File: config.mk
export PLATFORM = sky130hd
export DESIGN_NAME = muldiv_seq
export DESIGN_NICKNAME = d
export VERILOG_FILES = /design/src/rtl/muldiv_seq_pkg.sv /design/src/rtl/muldiv_step.sv /design/src/rtl/muldiv_seq.sv
export SDC_FILE = /design/constraint.sdc
export NUM_CORES = 1
export LEC_CHECK = 0
export CAP_MARGIN = 40
export CORE_MARGIN = 2
export CORE_UTILIZATION = 55
export CTS_BUF_LIST = sky130_fd_sc_hd__clkbuf_2 sky130_fd_sc_hd__clkbuf_4 sky130_fd_sc_hd__clkbuf_8
export DETAILED_ROUTE_END_ITERATION = 8
export PLACE_DENSITY = 0.85
export REMOVE_ABC_BUFFERS = 1
export SLEW_MARGIN = 25
export SYNTH_ARGS = -nofsm -noshare
export SYNTH_HDL_FRONTEND = slang
export SYNTH_SLANG_ARGS = --single-unit
export TNS_END_PERCENT = 5
File: constraint.sdc
create_clock -name clk -period 6.1 [get_ports clk]
set_input_delay 1.22 -clock clk [delete_from_list [all_inputs] [get_ports clk]]
set_output_delay 1.22 -clock clk [all_outputs]
set_load 0.05 [all_outputs]
File: src/rtl/muldiv_seq_pkg.sv
// Shared encodings and types for the RV32M multiply/divide sequencer.
package muldiv_seq_pkg;

  localparam int unsigned MULDIV_XLEN = 32;

  typedef logic [MULDIV_XLEN-1:0] word_t;

  // OP-opcode funct7 that selects the M extension
  localparam logic [6:0] ISA_MULDIV_F7 = 7'b0000001;

  localparam logic [2:0] ISA_MULDIV_F3_MUL    = 3'd0;
  localparam logic [2:0] ISA_MULDIV_F3_MULH   = 3'd1;
  localparam logic [2:0] ISA_MULDIV_F3_MULHSU = 3'd2;
  localparam logic [2:0] ISA_MULDIV_F3_MULHU  = 3'd3;
  localparam logic [2:0] ISA_MULDIV_F3_DIV    = 3'd4;
  localparam logic [2:0] ISA_MULDIV_F3_DIVU   = 3'd5;
  localparam logic [2:0] ISA_MULDIV_F3_REM    = 3'd6;
  localparam logic [2:0] ISA_MULDIV_F3_REMU   = 3'd7;

  typedef enum logic [1:0] {
    IDLE,
    CALC,
    FIX,
    DONE
  } muldiv_state_t;

  // Two's-complement magnitude; the most negative value maps onto itself, which is the
  // correct unsigned magnitude.
  function automatic word_t abs_word(input word_t v);
    return v[MULDIV_XLEN-1] ? (~v + word_t'(1)) : v;
  endfunction

endpackage

File: src/rtl/muldiv_step.sv
// One radix-2 iteration: shift-add for multiply, restoring shift-subtract for divide.
module muldiv_step #(
  parameter int unsigned XLEN = 32
) (
  input  logic              is_div,
  input  logic [2*XLEN-1:0] prod_in,
  input  logic [XLEN-1:0]   mcand,
  input  logic [XLEN-1:0]   rem_in,
  input  logic [XLEN-1:0]   quo_in,
  input  logic [XLEN-1:0]   divisor,
  output logic [2*XLEN-1:0] prod_out,
  output logic [XLEN-1:0]   rem_out,
  output logic [XLEN-1:0]   quo_out
);

  logic [XLEN:0] sum;
  logic [XLEN:0] shifted;
  logic [XLEN:0] trial;

  // Compute both datapaths, then pick the one selected by the mode.
  always_comb begin
    // Multiplier sits in the low half; its LSB decides whether to add the multiplicand.
    sum     = {1'b0, prod_in[2*XLEN-1:XLEN]} + (prod_in[0] ? {1'b0, mcand} : '0);
    // Remainder < divisor, so the shifted value needs one extra bit and a non-negative
    // trial difference always fits in XLEN bits.
    shifted = {rem_in, quo_in[XLEN-1]};
    trial   = shifted - {1'b0, divisor};

    prod_out = prod_in;
    rem_out  = rem_in;
    quo_out  = quo_in;
    if (is_div) begin
      rem_out = trial[XLEN] ? shifted[XLEN-1:0] : trial[XLEN-1:0];
      quo_out = {quo_in[XLEN-2:0], ~trial[XLEN]};
    end else begin
      prod_out = {sum, prod_in[XLEN-1:1]};
    end
  end

endmodule

File: src/rtl/muldiv_seq.sv
// Iterative RV32M multiply/divide sequencer with request/response handshakes.
module muldiv_seq
  import muldiv_seq_pkg::*;
#(
  parameter int unsigned XLEN = 32
) (
  input  logic            clk,
  input  logic            rst,
  input  logic            req_valid,
  output logic            req_ready,
  input  word_t           req_inst,
  input  logic [XLEN-1:0] req_a,
  input  logic [XLEN-1:0] req_b,
  input  logic            flush,
  output logic            resp_valid,
  input  logic            resp_ready,
  output logic [XLEN-1:0] resp_data,
  output logic            busy
);

  localparam int unsigned CNT_W = $clog2(XLEN);
  localparam logic [XLEN-1:0] INT_MIN = {1'b1, {(XLEN-1){1'b0}}};

  muldiv_state_t     state_q, state_d;
  logic [CNT_W-1:0]  cnt_q, cnt_d;
  logic [2:0]        f3_q, f3_d;
  logic              sign_q, sign_d;
  logic [XLEN-1:0]   opa_q, opa_d;
  logic [XLEN-1:0]   opb_q, opb_d;
  logic [2*XLEN-1:0] prod_q, prod_d;
  logic [XLEN-1:0]   rem_q, rem_d;
  logic [XLEN-1:0]   quo_q, quo_d;
  logic [XLEN-1:0]   resp_q, resp_d;

  // Accept-time decode of the offered request
  logic [2:0]      req_f3;
  logic            signed_a, signed_b;
  logic            req_sign;
  logic [XLEN-1:0] a_mag, b_mag;
  logic            div_zero, div_ovf;
  logic            unused_inst_bits;

  assign req_f3   = req_inst[14:12];
  assign signed_a = req_f3 inside {ISA_MULDIV_F3_MUL, ISA_MULDIV_F3_MULH, ISA_MULDIV_F3_MULHSU,
                                   ISA_MULDIV_F3_DIV, ISA_MULDIV_F3_REM};
  assign signed_b = req_f3 inside {ISA_MULDIV_F3_MUL, ISA_MULDIV_F3_MULH,
                                   ISA_MULDIV_F3_DIV, ISA_MULDIV_F3_REM};
  assign a_mag    = signed_a ? abs_word(req_a) : req_a;
  assign b_mag    = signed_b ? abs_word(req_b) : req_b;
  assign div_zero = req_f3[2] && (req_b == '0);
  assign div_ovf  = ((req_f3 == ISA_MULDIV_F3_DIV) || (req_f3 == ISA_MULDIV_F3_REM)) &&
                    (req_a == INT_MIN) && (req_b == '1);
  // Only funct3 is decoded; the caller guarantees the rest of the encoding.
  assign unused_inst_bits = ^{req_inst[31:15], req_inst[11:0]};

  // Result sign: quotient/product take a^b, remainder and MULHSU take a, unsigned ops none.
  always_comb begin
    req_sign = 1'b0;
    case (req_f3)
      ISA_MULDIV_F3_MUL, ISA_MULDIV_F3_MULH, ISA_MULDIV_F3_DIV:
        req_sign = req_a[XLEN-1] ^ req_b[XLEN-1];
      ISA_MULDIV_F3_MULHSU, ISA_MULDIV_F3_REM:
        req_sign = req_a[XLEN-1];
      default: req_sign = 1'b0;
    endcase
  end

  logic [2*XLEN-1:0] step_prod;
  logic [XLEN-1:0]   step_rem, step_quo;

  muldiv_step #(
    .XLEN(XLEN)
  ) u_step (
    .is_div  (f3_q[2]),
    .prod_in (prod_q),
    .mcand   (opa_q),
    .rem_in  (rem_q),
    .quo_in  (quo_q),
    .divisor (opb_q),
    .prod_out(step_prod),
    .rem_out (step_rem),
    .quo_out (step_quo)
  );

  // Sign fix-up and result selection used in FIX
  logic [2*XLEN-1:0] prod_fix;
  logic [XLEN-1:0]   rem_fix, quo_fix;
  logic [XLEN-1:0]   fix_result;

  assign prod_fix = sign_q ? (~prod_q + 1'b1) : prod_q;
  assign rem_fix  = sign_q ? (~rem_q + 1'b1) : rem_q;
  assign quo_fix  = sign_q ? (~quo_q + 1'b1) : quo_q;

  // Select the architectural result word for the latched funct3.
  always_comb begin
    fix_result = '0;
    case (f3_q)
      ISA_MULDIV_F3_MUL:                                           fix_result = prod_fix[XLEN-1:0];
      ISA_MULDIV_F3_MULH, ISA_MULDIV_F3_MULHSU, ISA_MULDIV_F3_MULHU:
        fix_result = prod_fix[2*XLEN-1:XLEN];
      ISA_MULDIV_F3_DIV, ISA_MULDIV_F3_DIVU:                       fix_result = quo_fix;
      default:                                                     fix_result = rem_fix;
    endcase
  end

  // Next-state logic for the FSM and datapath registers.
  always_comb begin
    state_d = state_q;
    cnt_d   = cnt_q;
    f3_d    = f3_q;
    sign_d  = sign_q;
    opa_d   = opa_q;
    opb_d   = opb_q;
    prod_d  = prod_q;
    rem_d   = rem_q;
    quo_d   = quo_q;
    resp_d  = resp_q;

    unique case (state_q)
      IDLE: begin
        if (req_valid) begin
          f3_d   = req_f3;
          sign_d = req_sign;
          opa_d  = a_mag;
          opb_d  = b_mag;
          prod_d = {{XLEN{1'b0}}, b_mag};
          rem_d  = '0;
          quo_d  = a_mag;
          cnt_d  = '0;
          if (div_zero) begin
            resp_d  = req_f3[1] ? req_a : '1;
            state_d = DONE;
          end else if (div_ovf) begin
            resp_d  = req_f3[1] ? '0 : INT_MIN;
            state_d = DONE;
          end else begin
            state_d = CALC;
          end
        end
      end
      CALC: begin
        prod_d = step_prod;
        rem_d  = step_rem;
        quo_d  = step_quo;
        if (cnt_q == CNT_W'(XLEN - 1)) begin
          cnt_d   = '0;
          state_d = FIX;
        end else begin
          cnt_d = cnt_q + 1'b1;
        end
      end
      FIX: begin
        resp_d  = fix_result;
        state_d = DONE;
      end
      DONE: begin
        if (resp_ready) state_d = IDLE;
      end
      default: state_d = IDLE;
    endcase

    // Flush beats both a new request and a response handshake.
    if (flush) begin
      state_d = IDLE;
      cnt_d   = '0;
    end
  end

  // State and datapath registers with synchronous reset.
  always_ff @(posedge clk) begin
    if (rst) begin
      state_q <= IDLE;
      cnt_q   <= '0;
      f3_q    <= '0;
      sign_q  <= 1'b0;
      opa_q   <= '0;
      opb_q   <= '0;
      prod_q  <= '0;
      rem_q   <= '0;
      quo_q   <= '0;
      resp_q  <= '0;
    end else begin
      state_q <= state_d;
      cnt_q   <= cnt_d;
      f3_q    <= f3_d;
      sign_q  <= sign_d;
      opa_q   <= opa_d;
      opb_q   <= opb_d;
      prod_q  <= prod_d;
      rem_q   <= rem_d;
      quo_q   <= quo_d;
      resp_q  <= resp_d;
    end
  end

  assign req_ready  = (state_q == IDLE);
  assign busy       = (state_q != IDLE);
  assign resp_valid = (state_q == DONE);
  assign resp_data  = resp_q;

endmodule

# Yosys cells after proc, flatten, opt, wreduce, memory -nomap -nowiden
# Cells that the tools add are included.
# word_totals
ff_bits	235
latchBits	0
mem_bits_rw	0
romBits	0
word_cells	105
n_memories	0
# op_classes
n_addsub	8
mul	0
n_div	0
magnitude_cmp	0
eq_ne	21
n_shift	0
n_mux	35
bitwise_logic	7
n_reduce_logical	24
# ops
operator	n
$mux 32	17
$mux 64	3
$pmux 32 s2	3
$add 32x1->32 const B	4
$not 32->32	4
$pmux 64 s2	1
$pmux 32 s3	1
$add 64x1->64 const B	1
$eq 32x32->1 const B	2
$not 64->64	1
$add 32x33->33	1
$sub 33x32->33	1
$logic_not 32->1	1
$eq 3x3->1 const B	4
$reduce_and 3->1	4
$mux 2	5
$mux 5	2
$pmux 5 s2	1
$eq 3x2->1 const B	3
$ne 2x2->1 const B	4
$pmux 2 s4	1
$eq 3x1->1 const B	2
$logic_not 3->1	2
$reduce_bool 2->1	3
17 further kinds	24

# Logic depth before layout (Yosys ltp)
# depth
depth_word	8
mapped_depth	14
depth_no_buf	13

# Cells and area by module
# A second synthesis with hierarchy kept.
# unflattened
hier_cells	2794
area_unflattened_um2	20324.5
# modules_own_cells
module	instances	cells_per_inst	area_each_um2	seq_area_each_um2
muldiv_seq	1	1985	14859.3	4704.5
muldiv_step	1	809	5465.2	0.0

# Least setup slack after synthesis
# OpenSTA, ideal clock, no wires.
# synth_path
path_type	input port to flip-flop
start	input port req_a[14]
end	register resp_q[29], in the netlist resp_data[29]
setup_time_ps	87
arrival_ps	3823
t_required_ps	6013
setup_slack_ps	2190
cell_stages	10
n_path_buf	1
cell_sequence	or4_4 -> or4b_4 -> or3_4 -> o31ai_4 -> a22oi_2 -> or2_0 -> buf_2 -> nor4_2 -> a21oi_1 -> o31ai_1
# synth_via
elab_chain_cells	5
# synth_lines
item	line_no	rtl
start: declaration	muldiv_seq.sv:12	input logic [XLEN-1:0] req_a,
$eq 32x32->1	muldiv_seq.sv:52	(req_a == INT_MIN) && (req_b == '1);
$logic_and 1x1->1	muldiv_seq.sv:51	assign div_ovf = ((req_f3 == ISA_MULDIV_F3_DIV) || (req_f3 == ISA_MULDIV_F3_REM)) &&
$logic_and 1x1->1	muldiv_seq.sv:52	
$ne 3x1->1 (no source line)	--	
$reduce_and 3->1 (no source line)	--	
end signal: assignment	muldiv_seq.sv:192	resp_q <= resp_d;
end: declaration	muldiv_seq.sv:33	logic [XLEN-1:0] resp_q, resp_d;
# Every way passes these cells.
# A chain may end at the register's enable or synchronous reset.

# Worst setup path in the final report
# layout_path
start	input port req_b[25]
end	register resp_q[3], in the netlist resp_data[3]
# layout_via
elab_chain_cells	5
word_cells_on_any_way	9
classes_between	2 x eq/ne; 3 x mux; 4 x reduce/logical
# layout_lines
item	line_no	rtl
start: declaration	muldiv_seq.sv:13	input logic [XLEN-1:0] req_b,
$logic_not 32->1	muldiv_seq.sv:50	assign div_zero = req_f3[2] && (req_b == '0);
$logic_and 1x1->1	muldiv_seq.sv:50	
$mux 32	muldiv_seq.sv:130	if (div_zero) begin
$mux 32	muldiv_seq.sv:121	if (req_valid) begin
$pmux 32 s2	muldiv_seq.sv:119	unique case (state_q)
# Several ways; a longest one is shown, not always the timed one. The select of a mux whose other input is x is not followed.

==> parameters.txt <==
Parameter                              Value

Outcome
  Status    completed

Place
  Final estimated routing congestion in global placement    1.01
  Number of port buffers    106
  Cells after DPL    roughly 2.9k
  Total cell area at the placement stage    between 15000 and 20000 sq um
  Placed wire-length estimate    roughly 46 mm

Die
  Die X    185 um
  Die Y-Extent    185 um
  Number of placement rows    66
  I/O pin count    approximately 140
  Floorplan Core Area    about 32000 sq um
  Starting utilization of the core area    0.555
  Total Die Area    between 30000 and 40000 sq um

STA
  Worst Tran Pin Value    about 1000 ps
  F_max    ~220 MHz
  Max Slew Vio Count    0
  Number of hold violations in the final report    0
  Crit path time final    ~4500 ps
  Setup Skew    roughly 38 ps
  Number of endpoints failing setup at the final stage    0
  RSZ-0062 raised after global routing    no
  Tightest hold margin    approximately 450 ps
  Post-route clock period utilization    0.730
  Max_slew headroom    0.315

Drt
  Routed length on met3    around 6.5 mm
  Highest routed layer    met4
  TritonRoute pass-1 iters    6
  Number of DRC violations after detailed routing    0
  Antenna-violating nets left    0
  Wire length per cell    around 21 um
  Number of vias after detailed routing    between 15k and 20k
  Starting DRT DRC Count    2394
  Total Routed Length    62.7 mm
  Detailed route wirelength on metal2    roughly 28 mm
  Vias per std cell    between 6 and 7
  Routed length on met1    about 25 mm

Critical path
  Reg2Reg Capture Point    rem_q[6]
  Reg2reg path depth    11
  Endpoint kind of the worst setup timing path    flop
  Data arrival time of the critical path    4940 ps
  Kind of start point of the critical path    input port
  Startpoint-to-endpoint class of the critical path    in -> reg
  Endpoint required time on the critical path    6590 ps
  Reg-to-Reg Start    rem_q[4]
  Worst R2R Setup Slack    approximately 1900 ps
  Largest fanout on the critical path    10

Synth
  Flip-flop and latch count after synthesis    235
  Most instantiated flip-flop cell in the synthesis netlist    sky130_fd_sc_hd__dfxtp_1
  YS warnings    0
  Top cells by count, synth    sky130_fd_sc_hd__nand2_1, sky130_fd_sc_hd__dfxtp_1, sky130_fd_sc_hd__nor2_1
  Most common cell in the netlist    sky130_fd_sc_hd__nand2_1
  Avg Synthesized Cell Area    7.35 sq um
  Cell area after synthesis    17900 sq um
  Proportion of netlist area held by the largest area contributor    0.262
  Largest cells by area after synthesis    sky130_fd_sc_hd__dfxtp_1, sky130_fd_sc_hd__nand2_1, sky130_fd_sc_hd__xor2_1
  Async set-or-reset flop fraction in the synthesized netlist    0
  Post-synthesis sequential area ratio    0.262
  Count of cell types in the netlist    83
  Number of enable flip-flop cells after synthesis    0
  Top cell type by total area after synthesis    sky130_fd_sc_hd__dfxtp_1
  Post-Synthesis Cells    roughly 2.4k

Clock tree
  Number of CTS-inserted buffers    43
  Cell chosen for the clock root    sky130_fd_sc_hd__clkbuf_8
  Source-to-sink clock delay at the later pin of the worst-skew pair    approximately 580 ps
  Maximum clock insertion buffer count    3
  H-tree lvl count    2
  Worst-path clk slew    roughly 60 ps
  # Post-CTS Setup Buffers    0
  Resized cells post-CTS    0
  Total number of clock tree sinks    approximately 240
  TritonCTS clock tree    built
  Number of hold buffers added after cts    0

Worst hold path
  Hold Path Sink    resp_data[20]
  Worst hold-check path type    reg -> reg
  Cell count of the worst hold path    2
  Critical hold path startpoint    resp_data[20]

Cells and area
  Filler cell count in the final layout    roughly 2.8k
  Number of diodes    0
  Sequential cell area in the final layout    4710 sq um
  Area of the multi-input gates    ~12000 sq um
  Number of nets in the layout    2654
  Final cell count without fillers    just under 3k
  Share of post-route cells with drive strength above 1    0.0600
  Post-route standard cell area excluding fillers    approximately 20000 sq um
  Post-synthesis to final-layout area growth    13.3%

Flow run
  Max-cap violation count    0

Global routing
  Maximum number of pins on one net before global-route repair    about 80
  Total routing usage reported by global routing    0.357
  GRT Residual Overflow    0
  First-pass GRT wire length    96.4 mm
  Number of global-route vias before repair    about 18k
  Number of antenna violations at the first check in global routing    0

Pwr
  Share of total power in sequential cells    0.379
  Logic gate share of total power    0.229
  Power per unit of standard cell area    approximately 220 nW/um^2
  Clock power frac    0.391
  Cell leakage power    7.53 nW
  Switching component of the power    about 1.5 mW
  Cell-internal power    between 3 and 4 mW
  Switch share    0.326
  Peak supply drop    ~160 uV
[layout by cell type, fill, tap and decap left out, types with 9 or more instances in the layout]
| cell | count |
|---|---|
| sky130_fd_sc_hd__a21oi_1 | 180 |
| sky130_fd_sc_hd__a21o_1 | 29 |
| sky130_fd_sc_hd__nand4_1 | 23 |
| sky130_fd_sc_hd__inv_1 | 69 |
| sky130_fd_sc_hd__or3_1 | 27 |
| sky130_fd_sc_hd__nor2b_1 | 11 |
| sky130_fd_sc_hd__mux2i_1 | 33 |
| sky130_fd_sc_hd__o21bai_1 | 15 |
| sky130_fd_sc_hd__buf_4 | 29 |
| sky130_fd_sc_hd__ha_1 | 75 |
| sky130_fd_sc_hd__nor3_1 | 57 |
| sky130_fd_sc_hd__a31oi_1 | 20 |
| sky130_fd_sc_hd__nor4_1 | 27 |
| sky130_fd_sc_hd__a32oi_1 | 13 |
| sky130_fd_sc_hd__nand3_1 | 38 |
| sky130_fd_sc_hd__xnor2_1 | 83 |
| sky130_fd_sc_hd__xor2_1 | 126 |
| sky130_fd_sc_hd__or4_1 | 27 |
| sky130_fd_sc_hd__o22ai_1 | 19 |
| sky130_fd_sc_hd__o41ai_1 | 27 |
| sky130_fd_sc_hd__nor2_1 | 210 |
| sky130_fd_sc_hd__clkdlybuf4s50_1 | 105 |
| sky130_fd_sc_hd__a22oi_1 | 12 |
| sky130_fd_sc_hd__a211oi_1 | 75 |
| sky130_fd_sc_hd__o21ai_0 | 205 |
| sky130_fd_sc_hd__and2_1 | 37 |
| sky130_fd_sc_hd__and3_1 | 11 |
| sky130_fd_sc_hd__nand2_1 | 321 |
| sky130_fd_sc_hd__a221oi_1 | 9 |
| sky130_fd_sc_hd__o31ai_1 | 49 |
| sky130_fd_sc_hd__clkbuf_8 | 53 |
| sky130_fd_sc_hd__o211ai_1 | 46 |
| sky130_fd_sc_hd__nand2b_1 | 32 |
| sky130_fd_sc_hd__dfxtp_1 | 234 |
| sky130_fd_sc_hd__o221ai_1 | 14 |
[stage by stage]
stage          TNS [ps]  setup slack, ps   util  power, mW
2_1_floorplan    -10510             -391      -       2.38
3_3_place_gp          0             1250  0.594       2.71
3_5_place_dp          0             1230  0.597       2.75
4_1_cts               0             1790  0.628       4.51
5_1_grt               0             1580  0.629       4.71
6_report              0             1650  0.629       4.55
[sequential cells by signal (all words and copies together), names as in the netlist]
| name | cells |
|---|---|
| resp_data | 32 |
| f3_q | 3 |
| state_q | 2 |
| prod_q | 64 |
| rem_q | 32 |
| sign_q | 1 |
| cnt_q | 5 |
| quo_q | 32 |
| opa_q | 32 |
| opb_q | 32 |
[critical path, stage by stage]
cell and delay [ps]:
sky130_fd_sc_hd__clkdlybuf4s50_1 500, sky130_fd_sc_hd__or4_1 600, sky130_fd_sc_hd__or4_1 490, sky130_fd_sc_hd__or4_1 750, sky130_fd_sc_hd__nor2_1 710, sky130_fd_sc_hd__o21ai_0 260, sky130_fd_sc_hd__nor4b_1 220, sky130_fd_sc_hd__nor3_1 180
[power groups by stage]
stage          combinational (mW)  clock, mW  sequential [mW]
3_3_place_gp                0.965          0             1.75
3_5_place_dp                0.999          0             1.75
4_1_cts                      1.01       1.78             1.72
5_1_grt                      1.12       1.85             1.74
6_report                     1.04       1.78             1.73
2_1_floorplan               0.646          0             1.73
[how the worst max path moves through the flow]
stage,startpoint,endpoint,slack (ps),cells past startpoint
4_1_cts,req_b[25],resp_data[29],1790,10
3_5_place_dp,req_b[25],resp_data[6],1230,11
2_1_floorplan,req_valid,rem_q[29],-390,6
5_1_grt,req_b[25],resp_data[5],1580,11
6_report,req_b[25],resp_data[3],1650,8
3_3_place_gp,req_b[25],resp_data[5],1250,11
[area by class of cell]
type                    instances  area share
multi-input cells            1975       0.610
flip-flops and latches        235       0.232
repair buffers                146      0.0691
clock buffers                  60      0.0385
well taps                     442      0.0272
inverters                      74      0.0138
clock inverters                10     0.00997
[routing by layer]
layer,vias up,global-route usage
li1,8962,-
met1,9118,0.463
met2,1137,0.567
met3,227,0.0715
met4,0,0.173
met5,-,0
[logic make-up after synthesis]
family                     share of synthesized area
AOI/OAI and AO/OA                              0.285
muxes                                         0.0209
buffers and inverters                         0.0488
xor gates and xnor gates                       0.102
DFF                                            0.262
adders and majority gates                     0.0553
and+or+nand+nor                                0.226
No activity file was read; power rests on OpenSTA's default activity.
